File: src/rtl/strobed_io_port.sv
// strobed_io_port: one WIDTH-bit 8255-style Mode 1 strobed I/O port with IBF/OBF#/INTR handshake.
// Define STROBED_PORT_SYNC_EN to pass StbN/AckN through two-flop synchronisers (else one sampling flop).
module strobed_io_port #(
    parameter int WIDTH = 8
) (
    input  logic             Clk,
    input  logic             Reset,
    input  logic             ControlEnable,
    input  logic             GroupControl,
    input  logic             IntE,
    input  logic             Rd,
    input  logic             Wr,
    input  logic [WIDTH-1:0] DataIn,
    output logic [WIDTH-1:0] DataOut,
    input  logic [WIDTH-1:0] PortIn,
    output logic [WIDTH-1:0] PortOut,
    output logic             PortOe,
    input  logic             StbN,
    input  logic             AckN,
    output logic             Ibf,
    output logic             ObfN,
    output logic             Intr,
    output logic             Overrun
);

`ifdef STROBED_PORT_SYNC_EN
    localparam int SYNC_DEPTH = 2;
`else
    localparam int SYNC_DEPTH = 1;
`endif

    logic [SYNC_DEPTH-1:0] stb_sync_q, stb_sync_d;
    logic [SYNC_DEPTH-1:0] ack_sync_q, ack_sync_d;
    logic                  stb_s, ack_s;
    logic                  stb_prev_q, stb_prev_d;
    logic                  ack_prev_q, ack_prev_d;
    logic                  gc_prev_q, gc_prev_d;
    logic [SYNC_DEPTH:0]   arm_q, arm_d;
    logic                  armed;
    logic                  stb_fall, stb_rise, ack_fall, ack_rise, gc_change;
    logic [WIDTH-1:0]      data_out_q, data_out_d;
    logic [WIDTH-1:0]      in_latch_q, in_latch_d;
    logic [WIDTH-1:0]      out_latch_q, out_latch_d;
    logic                  ibf_q, ibf_d;
    logic                  obf_n_q, obf_n_d;
    logic                  intr_q, intr_d;
    logic                  ovr_q, ovr_d;

`ifdef STROBED_PORT_SYNC_EN
    assign stb_sync_d = {stb_sync_q[0], StbN};
    assign ack_sync_d = {ack_sync_q[0], AckN};
    assign stb_s      = stb_sync_q[1];
    assign ack_s      = ack_sync_q[1];
`else
    assign stb_sync_d = StbN;
    assign ack_sync_d = AckN;
    assign stb_s      = stb_sync_q[0];
    assign ack_s      = ack_sync_q[0];
`endif

    // Edges are masked until the previous-value register holds a real sample, so a
    // strobe held low across reset release is not mistaken for a falling edge.
    assign arm_d     = {arm_q[SYNC_DEPTH-1:0], 1'b1};
    assign armed     = arm_q[SYNC_DEPTH];
    assign stb_fall  = armed &  stb_prev_q & ~stb_s;
    assign stb_rise  = armed & ~stb_prev_q &  stb_s;
    assign ack_fall  = armed &  ack_prev_q & ~ack_s;
    assign ack_rise  = armed & ~ack_prev_q &  ack_s;
    assign gc_change = GroupControl ^ gc_prev_q;

    always_comb begin
        stb_prev_d  = stb_s;
        ack_prev_d  = ack_s;
        gc_prev_d   = GroupControl;
        data_out_d  = data_out_q;
        in_latch_d  = in_latch_q;
        out_latch_d = out_latch_q;
        ibf_d       = ibf_q;
        obf_n_d     = obf_n_q;
        intr_d      = intr_q;
        ovr_d       = ovr_q;

        if (ControlEnable) begin
            if (gc_change) begin
                ibf_d   = 1'b0;
                intr_d  = 1'b0;
                ovr_d   = 1'b0;
                obf_n_d = 1'b1;
            end else if (GroupControl) begin
                // Read is applied first so a coincident strobe fall captures into an empty buffer.
                if (Rd) begin
                    data_out_d = in_latch_q;
                    ibf_d      = 1'b0;
                    intr_d     = 1'b0;
                    ovr_d      = 1'b0;
                end
                if (stb_fall) begin
                    if (!ibf_d) begin
                        in_latch_d = PortIn;
                        ibf_d      = 1'b1;
                    end else begin
                        ovr_d = 1'b1;
                    end
                end
                if (stb_rise && ibf_d && IntE) begin
                    intr_d = 1'b1;
                end
            end else begin
                if (Rd) begin
                    data_out_d = out_latch_q;
                end
                if (Wr) begin
                    out_latch_d = DataIn;
                    obf_n_d     = 1'b0;
                    intr_d      = 1'b0;
                end else if (ack_fall) begin
                    obf_n_d = 1'b1;
                end
                if (ack_rise && obf_n_d && IntE) begin
                    intr_d = 1'b1;
                end
            end
        end
    end

    always_ff @(posedge Clk or posedge Reset) begin
        if (Reset) begin
            stb_sync_q  <= '1;
            ack_sync_q  <= '1;
            stb_prev_q  <= 1'b1;
            ack_prev_q  <= 1'b1;
            gc_prev_q   <= 1'b0;
            arm_q       <= '0;
            data_out_q  <= '0;
            in_latch_q  <= '0;
            out_latch_q <= '0;
            ibf_q       <= 1'b0;
            obf_n_q     <= 1'b1;
            intr_q      <= 1'b0;
            ovr_q       <= 1'b0;
        end else begin
            stb_sync_q  <= stb_sync_d;
            ack_sync_q  <= ack_sync_d;
            stb_prev_q  <= stb_prev_d;
            ack_prev_q  <= ack_prev_d;
            gc_prev_q   <= gc_prev_d;
            arm_q       <= arm_d;
            data_out_q  <= data_out_d;
            in_latch_q  <= in_latch_d;
            out_latch_q <= out_latch_d;
            ibf_q       <= ibf_d;
            obf_n_q     <= obf_n_d;
            intr_q      <= intr_d;
            ovr_q       <= ovr_d;
        end
    end

    assign DataOut = data_out_q;
    assign PortOut = out_latch_q;
    assign PortOe  = ControlEnable & ~GroupControl;
    assign Ibf     = ibf_q;
    assign ObfN    = obf_n_q;
    assign Intr    = intr_q;
    assign Overrun = ovr_q;

endmodule

File: config.mk
export PLATFORM = sky130hd
export DESIGN_NAME = strobed_io_port
export DESIGN_NICKNAME = d
export VERILOG_FILES = /design/src/rtl/strobed_io_port.sv
export SDC_FILE = /design/constraint.sdc
export NUM_CORES = 1
export LEC_CHECK = 0
export CORE_ASPECT_RATIO = 2
export CORE_UTILIZATION = 49
export DETAILED_ROUTE_END_ITERATION = 10
export PLACE_DENSITY = 0.84
export SYNTH_ARGS = -nofsm -noshare
export SYNTH_HDL_FRONTEND = slang
export SYNTH_SLANG_ARGS = --single-unit
File: constraint.sdc
create_clock -name Clk -period 5 [get_ports Clk]
set_clock_uncertainty 0.1 [all_clocks]
set_input_delay 0.75 -clock Clk [delete_from_list [all_inputs] [get_ports Clk]]
set_output_delay 0.75 -clock Clk [all_outputs]
set_load 0.02 [all_outputs]
==> results of run 1 <==
==> cell families after synthesis <==
kind of cell | Yosys count
flops | 35
compound gates | 18
other cells | 1
buf+inv | 7
simple gates | 21
fa+ha+maj | 2
mux | 24
==> per-layer routing <==
metal	vias to the layer above	part of all wire [%]	track usage (%)
met3	6	5.2	6.96
li1	480	-	-
met5	-	0	0
met2	32	57	37.1
met4	0	2.4	10.0
met1	505	35	24.9
==> where the power goes <==
part	internal [uW]	total (uW)	leakage (uW)	switching, uW
clock network	161	262	0.0000612	101
logic	127	232	0.000425	105
registers	342	378	0.000431	36.6
==> Yosys cell counts (2+ instances only) <==
library cell	count
sky130_fd_sc_hd__dfstp_2	5
sky130_fd_sc_hd__nand2_1	8
sky130_fd_sc_hd__nor2b_1	3
sky130_fd_sc_hd__inv_1	4
sky130_fd_sc_hd__ha_1	2
sky130_fd_sc_hd__mux2i_1	8
sky130_fd_sc_hd__a21bo_2	2
sky130_fd_sc_hd__dfrtp_1	30
sky130_fd_sc_hd__o211ai_1	2
sky130_fd_sc_hd__mux2_2	15
sky130_fd_sc_hd__buf_2	2
sky130_fd_sc_hd__and3b_1	2
sky130_fd_sc_hd__o21ai_0	10
==> flip-flops by register name, summed over array words and instances (netlist names) <==
name	cells
Overrun	1
stb_prev_q	1
Intr	1
ack_prev_q	1
ObfN	1
PortOut	8
gc_prev_q	1
arm_q	2
DataOut	8
in_latch_q	8
Ibf	1
ack_prev_d	1
stb_prev_d	1
==> how the worst min path moves through the flow <==
| stage | from | end | slack, ps | depth (start not counted) |
|---|---|---|---|---|
| floorplan | arm_q[0] | arm_q[1] | 230 | 0 |
| global placement | arm_q[0] | arm_q[1] | 230 | 0 |
| detailed placement | arm_q[0] | arm_q[1] | 240 | 0 |
| CTS | arm_q[0] | arm_q[1] | 240 | 0 |
| global route | arm_q[0] | arm_q[1] | 250 | 0 |
| finish | arm_q[0] | arm_q[1] | 240 | 0 |
==> layout by cell type, fill, tap and decap left out, types with 2 or more instances in the layout <==
master / count
sky130_fd_sc_hd__o21ai_0: 10
sky130_fd_sc_hd__dfstp_2: 5
sky130_fd_sc_hd__nor2b_1: 3
sky130_fd_sc_hd__clkdlybuf4s50_1: 45
sky130_fd_sc_hd__mux2_2: 15
sky130_fd_sc_hd__and3b_1: 2
sky130_fd_sc_hd__dfrtp_1: 30
sky130_fd_sc_hd__a21bo_2: 2
sky130_fd_sc_hd__nand2_1: 8
sky130_fd_sc_hd__mux2i_1: 8
sky130_fd_sc_hd__o211ai_1: 2
sky130_fd_sc_hd__clkbuf_8: 6
sky130_fd_sc_hd__inv_1: 4
sky130_fd_sc_hd__ha_1: 2
==> through the flow <==
step,util [%],cell area (sq um)
2_1_floorplan,-,1470
3_3_place_gp,69.5,1950
3_5_place_dp,69.5,1950
4_1_cts,73.7,2070
5_1_grt,73.7,2070
6_report,73.7,2070
==> area by class of cell <==
class	instances	area, sq um
inverters	4	15.0
multi-input cells	66	557
well taps	29	36.3
clock inverters	2	35.0
clock buffers	6	82.6
repair buffers	46	458
flip-flops and latches	35	882
fillers	204	738
==> results by stage, run 1 <==
Critical path:
- The setup check on the worst reg-to-reg path leaves a slack of 3140 ps.
- STA puts the critical path data required time at 4150 ps.
- The sort of element at the end of the critical path is an output port.
- The reg-to-reg endpoint is in_latch_q[4].
- The cell depth of the worst flop-to-flop path is 5.
- The kind of start point of the critical path is an input port.
- For the worst setup path, the data arrival time is 2460 ps.
- The number of buffer and inverter instances along the worst setup path is 2.
- The most numerous cell type found on the critical path is sky130_fd_sc_hd__clkdlybuf4s50_1.
- The library cell contributing the largest single delay on the critical path is sky130_fd_sc_hd__clkdlybuf4s50_1.
- The maximum single-stage delay on the critical path is 840 ps.
- Counting buffers and inverters, the worst setup path is 3 cells deep.
- The end of the critical path is PortOe.
- By startpoint and endpoint, the worst setup path is classified as in -> out.
- Among cell families on the critical path, the largest total delay comes from buffers and inverters.
- The startpoint identified for the worst register-to-register timing path is gc_prev_q.
- The critical path goes through clkdlybuf4s50_1 -> nor2b_1 -> clkdlybuf4s50_1.
- The critical path startpoint is GroupControl.
- Of all nets on the critical path, the largest fanout is 16.

CTS:
- The later-pin clock latency in the skew report is 290 ps.
- The number of clock buffers added by TritonCTS is 5.
- TritonCTS built the clock tree.
- The number of buffers added to fix hold violations after cts is 0.
- The number of buffers between clock root and the deepest sink is 2.
- After clock tree synthesis, the clock-pin slew on the worst setup and hold paths is 70 ps.
- After clock tree synthesis, the setup repair step added 0 buffers.
- In this run the number of H-tree levels came out at 2.
- After clock tree synthesis, the repair step resized 0 gates.
- The tree is rooted in a sky130_fd_sc_hd__clkbuf_8.
- The number of clock sinks is 35.

Power:
- The maximum VDD drop is 0.000343 V.
- The total power per unit cell area is 422 nW/um^2.
- The post-route total power is 873 uW.
- The static power due to leakage is 0.000917 uW.

STA:
- Headroom to the max-slew limit came out at 45.0%.
- The setup-violating endpoint count in the final report is 0.
- On the final layout, the worst hold slack is 239 ps.
- The post-route clock period utilization is 66.3%.
- The final hold violation count is 0.
- Summed over all failing endpoints, the final setup total negative slack is 0 ps.
- For the pin with the worst max-slew slack, the measured transition is 822 ps.
- In the post-route analysis, the smallest setup slack over all paths is 1690 ps.
- For this run, the top clock speed supported by timing is 0.302 GHz.
- The count of pins over their slew limit was 0.
- Setup repair after global routing left no endpoint under its margin.
- The worst path in the final design needs a cycle of 3310 ps, including I/O delays and setup.

Yosys:
- The synthesized netlist occupies a cell area of 1470 sq um.
- Summing the areas of all fa, ha and maj instances in the mapped netlist gives 1.71% of the synthesized area.
- Sequential cells were found to cover 60.1% of the synthesized design area.
- By area the synthesized netlist is led by sky130_fd_sc_hd__dfrtp_1 (51%), sky130_fd_sc_hd__mux2_2 (12%), sky130_fd_sc_hd__dfstp_2 (9.0%).
- The synthesized instance count is 108.
- Counting flops with a built-in enable in the synthesized netlist gives 0.
- The Yosys step of the flow raised 0 warnings.
- For this run, asynchronously set or reset flops after synthesis account for 100%.
- The XOR/XNOR share of the synthesized area is 0%.
- The portion of synthesized cell area occupied by the leading cell type is 51.2%.
- The synthesized netlist devotes 9.63% of its cell area to simple gates.
- After synthesis, the largest family of logic cells by area is multiplexers.
- Counting distinct cell types in the post-synthesis netlist gives 28.
- Counting every net in the synthesized netlist gives 135.
- The mean instance size in the synthesized netlist is 13.6 sq um.
- The library cell with the largest summed area after synthesis is sky130_fd_sc_hd__dfrtp_1.
- In the synthesized netlist the dominant register cell turns out to be sky130_fd_sc_hd__dfrtp_1.
- Counting flops and latches in the post-synthesis netlist gives 35.
- Measured against the total synthesized area, the mux share comes to 18.0%.
- The synthesized netlist devotes 8.35% of its cell area to compound gates.

Finish:
- The number of cells in the finished layout apart from fillers is 188.
- The number of antenna diodes in the final layout is 0.
- The share of post-route cells with drive strength above 1 is 21.4%.
- The net count reported at finish is 185.
- The layout-stage area growth over the synthesis result is 40.8%.

Global routing:
- The first-pass GRT wire length is 4.77 mm.
- The largest net degree at the start of global routing is 36.
- The global-route usage over all layers is 22.6%.
- The remaining global-route overflow is 0.
- The number of global-route vias before repair is 1027.
- The initial antenna violation count was 0.

Floorplan:
- The die is 40.7 um wide.
- The die is 79.4 um tall.
- The floorplan die area is 3230 sq um.
- Once the floorplan was initialized, standard cells occupied 52.3% of the core.
- The number of standard-cell rows in the floorplan is 27.
- 46 I/O pins were placed.
- The total area inside the core boundary comes to 2800 sq um.

Routing:
- In this run, the number of DRC markers left after iteration 0 of detailed routing was 8.
- The remaining antenna violation count is 0.
- After detailed routing, the number of remaining DRC violations is 0.
- The vias per cell is 5.44.
- The total vias in the final route is 1023.
- In the final routed layout, each cell accounts on average for 16.2 um.
- Wires add up to 3.05 mm.
- The total iterations of the first detailed-routing run is 4.

Placed design:
- The number of cells in the design after placement is 180.
- Timing analysis after detailed placement gives a worst setup slack of 1610 ps.
- The placed wire-length estimate is 2.31 mm.
- The count of input and output buffers is 45.
- At the end of routability-driven placement, the weighted congestion stood at 0.709.

Flow run:
- The number of maximum-capacitance violations is 0.

Min path:
- The path category of the worst min-delay check is reg -> reg.

Status:
- The flow ran to the end, and the final reports show no timing, DRC or antenna violations.
Note: power is estimated with default switching activity, not from simulation.
==> run 2: changes to the inputs <==
Settings changed: CORE_UTILIZATION 49 to 45, PLACE_DENSITY 0.84 to 0.78.
Clock period 5 ns to 3.1 ns, I/O delays scaled along.
==> run 2 against run 1 <==
Final cell count is 1.6% higher. Sequential cell count stayed put. Sequential power rose by 62%. Global-route usage shrank 3.5 points. Setup slack worse by 1000 ps. Total power is 59% higher. Core utilization fell by 7.3 points. Via count did not move. Worst hold slack is essentially flat. Non-clock buffer count increased by 1. Clock-buffer cell count is 1 lower. Clock power up 52%. Critical endpoint is now PortOut[7]. Highest routed layer unchanged.
==> results by stage, run 2 (synthesis gave the netlist of run 1 again) <==
Routing:
- The DRC marker count from the first detailed-route iteration is 26.
- The total iterations of the first detailed-routing run is 4.
- The vias per cell is 5.36.
- The remaining antenna violation count is 0.
- The routed layout has 1023 vias.
- The final layout contains routed wiring with a total length of 3.03 mm.
- In the final routed layout, each cell accounts on average for 15.8 um.
- For this run, design rule violations remaining after detail routing come to 0.

Global routing:
- Entering global routing, the biggest net connects 36 pins.
- The number of global-route vias before repair is 1096.
- The global-route usage over all layers is 19.1%.
- The first global-routing pass estimated 4.89 mm of wire.
- After global routing the overflow that remains totals 0.
- The initial antenna violation count was 0.

Critical path:
- The kind of start point of the critical path is an input port.
- The data required time at the worst endpoint is 3160 ps.
- In this design, the largest share of critical-path delay is due to buffers and inverters.
- The critical path is of the in -> reg type.
- The sort of element at the end of the critical path is a register.
- The setup check on the worst reg-to-reg path leaves a slack of 1220 ps.
- The signal on the critical path passes through clkdlybuf4s50_1 -> inv_1 -> ha_1 -> and3b_1 -> mux2_2.
- For the worst setup path, the data arrival time is 2480 ps.
- In this run the worst path has a maximum fanout of 8.
- The library cell contributing the largest single delay on the critical path is sky130_fd_sc_hd__clkdlybuf4s50_1.
- The maximum single-stage delay on the critical path is 640 ps.
- The number of buffer and inverter instances along the worst setup path is 2.

CTS:
- The number of buffers created by CTS is 5.
- The clock tree from TritonCTS is built.
- After clock tree synthesis, the flow added hold-fix buffers numbering 0.
- Clock tree synthesis found a total of 35 sinks.
- In this run the number of H-tree levels came out at 2.
- The post-cts repair resize count is 0.
- The clock-pin slew reported for the worst setup and hold paths after clock tree synthesis is 70 ps.
- The library cell used as clock root buffer is sky130_fd_sc_hd__clkbuf_8.
- At the later pin of the worst-skew pair, clock insertion delay measures 280 ps.
- In this run the post-CTS setup repair buffer count came out at 0.
- In this run the deepest clock path goes through 2 buffers.

Floorplan:
- The number of standard-cell rows in the floorplan is 29.
- The standard cell core area is 3120 sq um.
- The floorplan step set the die height to 82.8 um.
- The floorplan die area is 3510 sq um.
- The chip width is 42.4 um.
- Once the floorplan was initialized, standard cells occupied 47.0% of the core.
- The number of ports placed on the die boundary is 46.

STA:
- After routing, the total negative slack on setup checks comes to 0 ps.
- At the pin with the least slew margin, the transition time is 543 ps.
- The highest clock frequency the design can meet is 0.413 GHz.
- The worst max-slew margin expressed relative to the limit is 63.7%.
- The final hold violation count came to 0.
- Setup repair after global routing left no endpoint under its margin.
- Counting I/O delays and the setup requirement, the final critical path takes 2420 ps.
- The setup-violating endpoint count in the final report is 0.
- The post-route clock period utilization is 78.2%.
- The count of pins over their slew limit came to 0.

Flow run:
- The number of maximum-capacitance violations is 0.

Placed design:
- The routability congestion estimate is 0.778.
- The number of cells in the design after placement is 183.
- The placed wire-length estimate is 2.20 mm.
- The post-detailed-placement cell area is 1960 sq um.
- Input and output buffers added on the ports amount to 45.

Finish:
- The net count of the finished layout is 186.
- Leaving out fill and tap cells, the most frequent cell in the layout is sky130_fd_sc_hd__clkdlybuf4s50_1.
- 0 antenna diodes ended up in the layout.
- The filler cells instantiated in the layout total 253.
- Summing all non-filler instances in the final layout gives an area of 2070 sq um.
- The finished layout holds 191 standard cells, fillers aside.
- The share of post-route cells with drive strength above 1 is 21.9%.
- In the layout the commonest cells are sky130_fd_sc_hd__clkdlybuf4s50_1 (45), sky130_fd_sc_hd__dfrtp_1 (30), sky130_fd_sc_hd__mux2_2 (15).
- From synthesis to final layout, the design area changed by 41.1%.

Min path:
- In this run the worst hold path is classified as reg -> reg.

Power:
- The part of the power in combinational logic is 27.1%.
- Cell internal power was estimated by the tool at 996 uW.
- The share of total power dissipated in the clock network is 28.7%.
- For this design the ratio of total power to cell area is 668 nW/um^2.
- The analysis attributes to net switching a power of 387 uW.
- The switching fraction of total power is 28.0%.
- The sequential group share of total power is 44.2%.
- The static power due to leakage is 0.000919 uW.
- The maximum VDD drop is 0.000420 V.

Status:
- The run finished with clean final reports.
## run 2: cell types whose count changed in the layout (fill, tap and decap cells not counted), sizes merged
cell / before / now
clkbuf: 6 / 5
buf: 1 / 2
clkinv: 1 / 2
## run 2: path summary, 6_finish.rpt
path                       depth (start not counted)    startpoint          to
min                                                0      arm_q[0]    arm_q[1]
max in group asynchronous                          3         Reset  ack_prev_d
max                                                5  GroupControl  PortOut[7]
min reg2reg                                        0      arm_q[0]    arm_q[1]
min in group asynchronous                          3         Reset        Intr
max reg2reg                                        4     gc_prev_q  PortOut[7]
## run 2: metrics by stage
stage | setup slack (ps) | hold slack (ps) | power (uW) | utilization, %
4_1_cts | 678 | 243 | 1400 | 66.4
2_1_floorplan | 997 | 231 | 798 | -
6_report | 676 | 238 | 1380 | 66.4
3_3_place_gp | 488 | 233 | 976 | 62.8
5_1_grt | 598 | 256 | 1450 | 66.4
3_5_place_dp | 389 | 236 | 996 | 62.8
## run 2: final cells by class
| class | count | area, sq um | share of cell area, % |
|---|---|---|---|
| Inverter | 4 | 15.0 | 0.725 |
| Clock inverter | 3 | 43.8 | 2.11 |
| Tap cell | 31 | 38.8 | 1.87 |
| Multi-Input combinational cell | 66 | 557 | 26.9 |
| Clock buffer | 5 | 68.8 | 3.32 |
| Sequential cell | 35 | 882 | 42.6 |
| Timing Repair Buffer | 47 | 465 | 22.5 |
## run 2: power by group through the flow
stage	Sequential, uW	Combinational [uW]	Clock [uW]
final	611	375	397
after global routing	623	405	426
after CTS	612	379	408
after detailed placement	619	377	0
after global placement	610	366	0
after floorplan	683	115	0
## run 2: per-layer routing
metal / track usage (%) / wire (um)
met1: 18.8 / 1130
met2: 35.5 / 1690
met5: 0 / 0
met4: 10.9 / 46
met3: 4.35 / 156
